**src/rtl/jtag_dr_bridge_pkg.sv**
```systemverilog
// jtag_dr_bridge_pkg: shared constants, synchroniser bit layout and channel-index width helper
package jtag_dr_bridge_pkg;
  localparam int JTAG_SYNC_DEFAULT = 2;
  localparam int B_TDI = 0;
  localparam int B_SHIFT = 1;
  localparam int B_UPD = 2;
  localparam int B_RSTN = 3;
  localparam int B_CE = 4;
  function automatic int sel_w(input int n);
    return n > 1 ? $clog2(n) : 1;
  endfunction
endpackage

```
**src/rtl/jtag_dr_bridge_if.sv**
```systemverilog
// jtag_dr_bridge_if: SoC-side capture and write-back signals of the JTAG DR bridge
interface jtag_dr_bridge_if
  import jtag_dr_bridge_pkg::*;
#(
  parameter int DR_WIDTH = 32,
  parameter int NUM_CH = 2
);
  localparam int SW = sel_w(NUM_CH);
  logic [NUM_CH*DR_WIDTH-1:0] rd_data;
  logic cap_pulse;
  logic [SW-1:0] cap_sel;
  logic [DR_WIDTH-1:0] wr_data;
  logic [SW-1:0] wr_sel;
  logic wr_valid;
  logic wr_ready;
  logic wr_ovf;
  logic ovf_clr;
  modport master (
    input rd_data, wr_ready, ovf_clr,
    output cap_pulse, cap_sel, wr_data, wr_sel, wr_valid, wr_ovf
  );
  modport slave (
    output rd_data, wr_ready, ovf_clr,
    input cap_pulse, cap_sel, wr_data, wr_sel, wr_valid, wr_ovf
  );
endinterface

```
**src/rtl/jtag_sync_edge.sv**
```systemverilog
// jtag_sync_edge: synchroniser bank for JTAGG levels plus TCK rising-edge detect
module jtag_sync_edge
  import jtag_dr_bridge_pkg::*;
#(
  parameter int W = 5,
  parameter int STAGES = JTAG_SYNC_DEFAULT
) (
  input  logic         clk,
  input  logic         rstn,
  input  logic         tck,
  input  logic [W-1:0] d,
  output logic [W-1:0] q,
  output logic         rise
);
  logic [STAGES-1:0][W:0] sync_q, sync_d;
  logic tck_q, tck_d;
  // TCK travels in bit 0 so every level reaches the output on the same clk as its edge
  always_comb begin
    sync_d = {sync_q[STAGES-2:0], {d, tck}};
    tck_d = sync_q[STAGES-1][0];
  end
  // synchroniser chain and one-bit TCK history
  always_ff @(posedge clk or negedge rstn) begin
    if (!rstn) begin
      sync_q <= '0;
      tck_q <= 1'b0;
    end else begin
      sync_q <= sync_d;
      tck_q <= tck_d;
    end
  end
  assign q = sync_q[STAGES-1][W:1];
  assign rise = sync_q[STAGES-1][0] & ~tck_q;
endmodule

```
**src/rtl/jtag_dr_bridge.sv**
```systemverilog
// jtag_dr_bridge: oversampled JTAGG user-DR bridge with capture, shift and handshaked write-back
module jtag_dr_bridge
  import jtag_dr_bridge_pkg::*;
#(
  parameter int DR_WIDTH = 32,
  parameter int NUM_CH = 2,
  parameter int SYNC_STAGES = JTAG_SYNC_DEFAULT
) (
  input  logic              clk,
  input  logic              rstn,
  input  logic              jtck,
  input  logic              jtdi,
  input  logic              jshift,
  input  logic              jupdate,
  input  logic              jrstn,
  input  logic [NUM_CH-1:0] jce,
  output logic [NUM_CH-1:0] jtdo,
  jtag_dr_bridge_if.master  bus
);
  localparam int SW = sel_w(NUM_CH);
  localparam int W = B_CE + NUM_CH;
  logic [W-1:0] s;
  logic rise, ev, cap, upd, accept, load, hit;
  logic [SW-1:0] act;
  logic [DR_WIDTH-1:0] sr_q, sr_d, wr_data_q, wr_data_d;
  logic [SW-1:0] cur_sel_q, cur_sel_d, cap_sel_q, cap_sel_d, wr_sel_q, wr_sel_d;
  logic shift_prev_q, shift_prev_d, cap_pulse_q, cap_pulse_d;
  logic wr_valid_q, wr_valid_d, wr_ovf_q, wr_ovf_d;
  logic [NUM_CH-1:0] jtdo_q, jtdo_d;

  jtag_sync_edge #(.W(W), .STAGES(SYNC_STAGES)) u_sync (
    .clk (clk),
    .rstn(rstn),
    .tck (jtck),
    .d   ({jce, jrstn, jupdate, jshift, jtdi}),
    .q   (s),
    .rise(rise)
  );

  // lowest-numbered asserted JCE owns the scan
  always_comb begin
    act = '0;
    hit = 1'b0;
    for (int k = NUM_CH - 1; k >= 0; k--)
      if (s[B_CE+k]) begin
        act = SW'(k);
        hit = 1'b1;
      end
  end

  // TAP events from the detected TCK rise; a TAP reset aborts the scan and masks the update
  always_comb begin
    ev = rise & s[B_RSTN];
    cap = ev & hit & ~shift_prev_q;
    upd = ev & s[B_UPD];
    accept = wr_valid_q & bus.wr_ready;
    load = upd & (~wr_valid_q | accept);
    sr_d = !s[B_RSTN] ? '0 : cap ? bus.rd_data[act*DR_WIDTH +: DR_WIDTH] :
           (ev & shift_prev_q) ? {s[B_TDI], sr_q[DR_WIDTH-1:1]} : sr_q;
    cur_sel_d = !s[B_RSTN] ? '0 : cap ? act : cur_sel_q;
    shift_prev_d = !s[B_RSTN] ? 1'b0 : rise ? s[B_SHIFT] : shift_prev_q;
    cap_pulse_d = cap;
    cap_sel_d = cap ? act : cap_sel_q;
    wr_valid_d = load | (wr_valid_q & ~accept);
    wr_data_d = load ? sr_q : wr_data_q;
    wr_sel_d = load ? cur_sel_q : wr_sel_q;
    wr_ovf_d = (upd & ~load) | (wr_ovf_q & ~bus.ovf_clr);
    for (int k = 0; k < NUM_CH; k++) jtdo_d[k] = (cur_sel_d == SW'(k)) & sr_d[0];
  end

  // state registers
  always_ff @(posedge clk or negedge rstn) begin
    if (!rstn) begin
      sr_q <= '0;
      cur_sel_q <= '0;
      shift_prev_q <= 1'b0;
      cap_pulse_q <= 1'b0;
      cap_sel_q <= '0;
      wr_valid_q <= 1'b0;
      wr_data_q <= '0;
      wr_sel_q <= '0;
      wr_ovf_q <= 1'b0;
      jtdo_q <= '0;
    end else begin
      sr_q <= sr_d;
      cur_sel_q <= cur_sel_d;
      shift_prev_q <= shift_prev_d;
      cap_pulse_q <= cap_pulse_d;
      cap_sel_q <= cap_sel_d;
      wr_valid_q <= wr_valid_d;
      wr_data_q <= wr_data_d;
      wr_sel_q <= wr_sel_d;
      wr_ovf_q <= wr_ovf_d;
      jtdo_q <= jtdo_d;
    end
  end

  assign jtdo = jtdo_q;
  assign bus.cap_pulse = cap_pulse_q;
  assign bus.cap_sel = cap_sel_q;
  assign bus.wr_valid = wr_valid_q;
  assign bus.wr_data = wr_data_q;
  assign bus.wr_sel = wr_sel_q;
  assign bus.wr_ovf = wr_ovf_q;
endmodule

```
**src/flat_wrapper.sv**
```systemverilog
// flat-port wrapper written by rule: the top's interface ports become plain ports
module jtag_dr_bridge_flat import jtag_dr_bridge_pkg::*;
#(
  parameter int DR_WIDTH = 32,
  parameter int NUM_CH = 2,
  parameter int SYNC_STAGES = JTAG_SYNC_DEFAULT
)
  (clk, rstn, jtck, jtdi, jshift, jupdate, jrstn, jce, jtdo, bus_rd_data, bus_wr_ready, bus_ovf_clr, bus_cap_pulse, bus_cap_sel, bus_wr_data, bus_wr_sel, bus_wr_valid, bus_wr_ovf);
  jtag_dr_bridge_if #(.DR_WIDTH(DR_WIDTH), .NUM_CH(NUM_CH)) bus_i ();
  input  logic clk;
  input  logic rstn;
  input  logic jtck;
  input  logic jtdi;
  input  logic jshift;
  input  logic jupdate;
  input  logic jrstn;
  input  logic [NUM_CH-1:0] jce;
  output logic [NUM_CH-1:0] jtdo;
  input wire logic [$bits(bus_i.rd_data)-1:0] bus_rd_data;
  input wire logic [$bits(bus_i.wr_ready)-1:0] bus_wr_ready;
  input wire logic [$bits(bus_i.ovf_clr)-1:0] bus_ovf_clr;
  output wire logic [$bits(bus_i.cap_pulse)-1:0] bus_cap_pulse;
  output wire logic [$bits(bus_i.cap_sel)-1:0] bus_cap_sel;
  output wire logic [$bits(bus_i.wr_data)-1:0] bus_wr_data;
  output wire logic [$bits(bus_i.wr_sel)-1:0] bus_wr_sel;
  output wire logic [$bits(bus_i.wr_valid)-1:0] bus_wr_valid;
  output wire logic [$bits(bus_i.wr_ovf)-1:0] bus_wr_ovf;
  assign bus_i.rd_data = bus_rd_data;
  assign bus_i.wr_ready = bus_wr_ready;
  assign bus_i.ovf_clr = bus_ovf_clr;
  assign bus_cap_pulse = bus_i.cap_pulse;
  assign bus_cap_sel = bus_i.cap_sel;
  assign bus_wr_data = bus_i.wr_data;
  assign bus_wr_sel = bus_i.wr_sel;
  assign bus_wr_valid = bus_i.wr_valid;
  assign bus_wr_ovf = bus_i.wr_ovf;
  jtag_dr_bridge #(.DR_WIDTH(DR_WIDTH), .NUM_CH(NUM_CH), .SYNC_STAGES(SYNC_STAGES)) u_core (.clk(clk), .rstn(rstn), .jtck(jtck), .jtdi(jtdi), .jshift(jshift), .jupdate(jupdate), .jrstn(jrstn), .jce(jce), .jtdo(jtdo), .bus(bus_i));
endmodule
```
**config.mk**
```make
export PLATFORM = sky130hd
export DESIGN_NAME = jtag_dr_bridge_flat
export DESIGN_NICKNAME = d
export VERILOG_FILES = /design/src/rtl/jtag_dr_bridge_pkg.sv /design/src/rtl/jtag_dr_bridge_if.sv /design/src/rtl/jtag_sync_edge.sv /design/src/rtl/jtag_dr_bridge.sv /design/src/flat_wrapper.sv
export SDC_FILE = /design/constraint.sdc
export NUM_CORES = 1
export LEC_CHECK = 0
export ABC_CLOCK_PERIOD_IN_PS = 2310
export CAP_MARGIN = 10
export CORE_ASPECT_RATIO = 2
export CORE_UTILIZATION = 50
export CTS_BUF_LIST = sky130_fd_sc_hd__clkbuf_16
export CTS_CLUSTER_SIZE = 8
export DETAILED_ROUTE_END_ITERATION = 12
export GPL_ROUTABILITY_DRIVEN = 0
export GPL_TIMING_DRIVEN = 0
export PLACE_DENSITY = 0.91
export SETUP_SLACK_MARGIN = 0.3
export SLEW_MARGIN = 20
export SYNTH_ARGS = -nofsm -noshare
export SYNTH_HDL_FRONTEND = slang
export SYNTH_SLANG_ARGS = --single-unit
```
**constraint.sdc**
```tcl
create_clock -name clk -period 2.31 [get_ports clk]
set_input_delay 0.231 -clock clk [delete_from_list [all_inputs] [get_ports clk]]
set_output_delay 0.231 -clock clk [all_outputs]
set_load 0.02 [all_outputs]
```
==> metrics.md <==
| Metric | Value |
|---|---|
| CTS tree | yes |
| Synthesized instance count | 298 |
| Hold EP | u_core.u_sync.sync_d[7] |
| Clk slew on worst S/H paths | 0.06 ns |
| Synth async-reset ratio | 100% |
| Hold depth | 1 |
| Drt wl/cell | 16.2 um |
| Clk_lat worst skew | 0.33 ns |
| Leakage | 2.46 nW |
| RSZ-0062 raised after global routing | false |
| Compound-Gate Fraction of Synth Area | 9.49% |
| Worst hold start | jtck |
| HPWL Detailed | 6440 um |
| Synthesized flop and latch total | 88 |
| Core ar. | 7210 sq um |
| Top_reg_cell synth | dfrtp_1 |
| Status | complete, no violations |
| Final instance area | 5230 sq um |
| DRC violations left | 0 |
| Crit Path Max Fanout | 10 |
| Die height | 124 um |
| R2R cell count | 5 |
| CP Launch Type | flop |
| Via count | 2756 |
| Die Area | 7780 sq um |
| Share of post-route cells with drive strength above 1 | 6.56% |
| Ports | 114 |
| GRT Overall Usage | 23.5% |
| Internal | 2.63 mW |
| Num Clock Sinks | 88 |
| WL final | 8400 um |
| Net switching power | 819 uW |
| CP Capture Type | flop |
| Met3 Use GR | 4.21% |
| Synth-to-Final Area Change | 41.2% |
| IO buf count | 113 |
| Slew HR | 68.4% |
| Final Cycle Share | 74.1% |
| Max-cap viol count | 0 |
| PwrDens | 660 nW/um^2 |
| GR Layer Usage met1 | 25.0% |
| Count of cell types in the netlist | 29 |
| # rows | 44 |
| Initial antenna violation count | 0 |
| Worst hold slack | 0.338 ns |
| Initial core utilization | 51.4% |
| Final Skew | 0.00365 ns |
| Post-synth top area share | 59.4% |
| Commonest cells in the netlist | 88 x dfrtp_1, 36 x inv_1, 34 x nand2_1 |
| Max Freq | 0.584 GHz |
| Worst EP arrival | 1.92 ns |
| Clock power share | 35.2% |
| Post-synth EDFFs | 0 |
| Max-slew violation count | 0 |
| Reg-to-reg endpoint | u_core.bus.wr_data[25] |
| Largest family of logic cells by synthesized area | multiplexers |
| Die Wd | 62.9 um |
| Top Usage Layer GRT | met2 |
| GRT met2 Usage | 42.9% |
| Detailed Route Iter0 Violations | 137 |
| Root buf cell | clkbuf_16 |
| Syn_nets | 373 |
| Register-to-register setup slack | 0.60 ns |
| Number of global-route vias before repair | 2892 |
| Minimum clock period after layout | 1.71 ns |
| Synth Warn # | 0 |
| Seq pwr share | 49.2% |
| Multiplexer share of the synthesized area | 18.9% |
| Sw Ratio | 23.7% |
| Final setup vio count | 0 |
| Vias/cell | 5.31 |
| Dpl cell area | 4980 sq um |
| Largest net degree at the start of global routing | 62 |
| Least-Margin Pin Slew | 0.475 ns |
| VDD IR-drop max | 0.000516 V |
| DR pass1 iterations | 4 |
| Sequential fraction of the synthesis area | 59.4% |
| Synth area leaders | dfrtp_1 59%, mux2_1 9.1%, mux2i_1 8.9% |
| First-pass GRT wire length | 13600 um |
| CP required | 2.51 ns |
| Clk buf depth | 2 |
| Grt total ovfl | 0 |
| Top cell type by total area after synthesis | dfrtp_1 |
| Worst min path class | in -> reg |
| Ant. Diodes | 0 |
| Simple-Gate Fraction of Synth Area | 5.64% |
| Final hold violation count | 0 |
| Post-Synth XOR/XNOR Area | 0% |
| Count leader, synth | dfrtp_1 |
| Gate power share | 15.6% |
| Fill count | 531 |
| Final #Nets | 499 |
| H-tree depth | 3 |
| Reg2Reg Launch Point | u_core.u_sync.q[3] |
| Syn Std Cell Area | 3710 sq um |
| Final ANT Viol Nets | 0 |
| Syn Area/Cell | 12.4 sq um |
| Synth Area in Adders | 0% |
| Num CTS Buffers | 9 |
| Critical path type | reg -> reg |
-- stage by stage --
step	total power, mW	utilization (%)	setup TNS (ns)	instances	setup slack [ns]
after floorplan	1.94	-	0	298	0.871
after global placement	2.25	68.7	-171.02	503	-1.95
after detailed placement	2.27	69.0	0	504	0.400
after CTS	3.49	72.6	0	519	0.596
after global routing	3.59	72.6	0	519	0.416
final	3.45	72.6	0	519	0.598
-- how the worst max path moves through the flow --
stage	startpoint	end	slack, ns	cells after the start
final	u_core.u_sync.q[3]	u_core.bus.wr_data[25]	0.60	5
after global routing	u_core.u_sync.q[4]	u_core.sr_q[29]	0.42	5
after CTS	u_core.u_sync.q[4]	u_core.sr_q[12]	0.60	5
after global placement	rstn	u_core.bus.wr_data[16]	-1.95	1
after floorplan	u_core.u_sync.tck_q	u_core.bus.wr_data[0]	0.87	5
after detailed placement	bus_wr_ready	u_core.bus.wr_data[25]	0.40	6
-- state kept, by name, indices dropped and copies added (netlist names) --
name / count
u_core.bus.wr_ovf: 1
u_core.bus.cap_pulse: 1
u_core.u_sync.sync_d: 7
u_core.bus.wr_valid: 1
u_core.cur_sel_q: 1
u_core.bus.wr_data: 32
u_core.u_sync.tck_q: 1
u_core.shift_prev_q: 1
u_core.u_sync.sync_q: 1
u_core.bus.wr_sel: 1
u_core.jtdo: 2
u_core.u_sync.q: 6
u_core.bus.cap_sel: 1
u_core.sr_q: 32
-- critical path, cell delays in order (launching register included) --
cell      delay [ns]
dfrtp_1         0.43
nand4b_1        0.20
nor2b_1         0.16
buf_2           0.24
buf_6           0.20
mux2_1          0.35
-- cell usage in the layout (no fill, tap or decap), drive strengths merged, types with 2 or more instances in the layout --
cell type	count
buf	15
clkbuf	15
clkdlybuf4s50	112
clkinv	2
dfrtp	88
inv	39
mux2	33
mux2i	33
nand2	34
nand2b	3
o211ai	2
o21ai	3
o221ai	31
o22ai	2
-- final cells by class --
| cell class | instances | area [sq um] | area share, % |
|---|---|---|---|
| Clock buffer | 9 | 225 | 4.30 |
| Tap cell | 92 | 115 | 2.20 |
| Clock inverter | 5 | 20.0 | 0.383 |
| Buffer | 19 | 106 | 2.03 |
| Inverter | 36 | 135 | 2.58 |
| Sequential cell | 88 | 2200 | 42.1 |
| Multi-Input combinational cell | 155 | 1260 | 24.1 |
| Timing Repair Buffer | 115 | 1170 | 22.3 |
-- layer usage --
metal	share of wire [%]	wire length, um
met2	58	4830
met4	2.4	198
met3	3.1	258
met5	0	0
met1	37	3110
-- power groups by stage --
stage | Combinational, mW | Clock, mW | Sequential, mW
floorplan | 0.153 | 0 | 1.78
global placement | 0.524 | 0 | 1.72
detailed placement | 0.543 | 0 | 1.73
CTS | 0.547 | 1.24 | 1.70
global route | 0.578 | 1.30 | 1.71
finish | 0.539 | 1.21 | 1.70
-- logic make-up after synthesis --
kind of cell / count (synthesis)
buffers and inverters: 55
AND/OR/NAND/NOR: 46
flip-flops: 88
AO/OA/AOI/OAI: 43
multiplexers: 66
-- repair_timing --
action,in CTS,in global routing
endpoints found under the setup margin,0,0
gates resized for setup,0,0
endpoints found under the hold margin,27,0
setup buffers,0,0
hold buffers,1,0
Power figures use the tool's default switching activity.
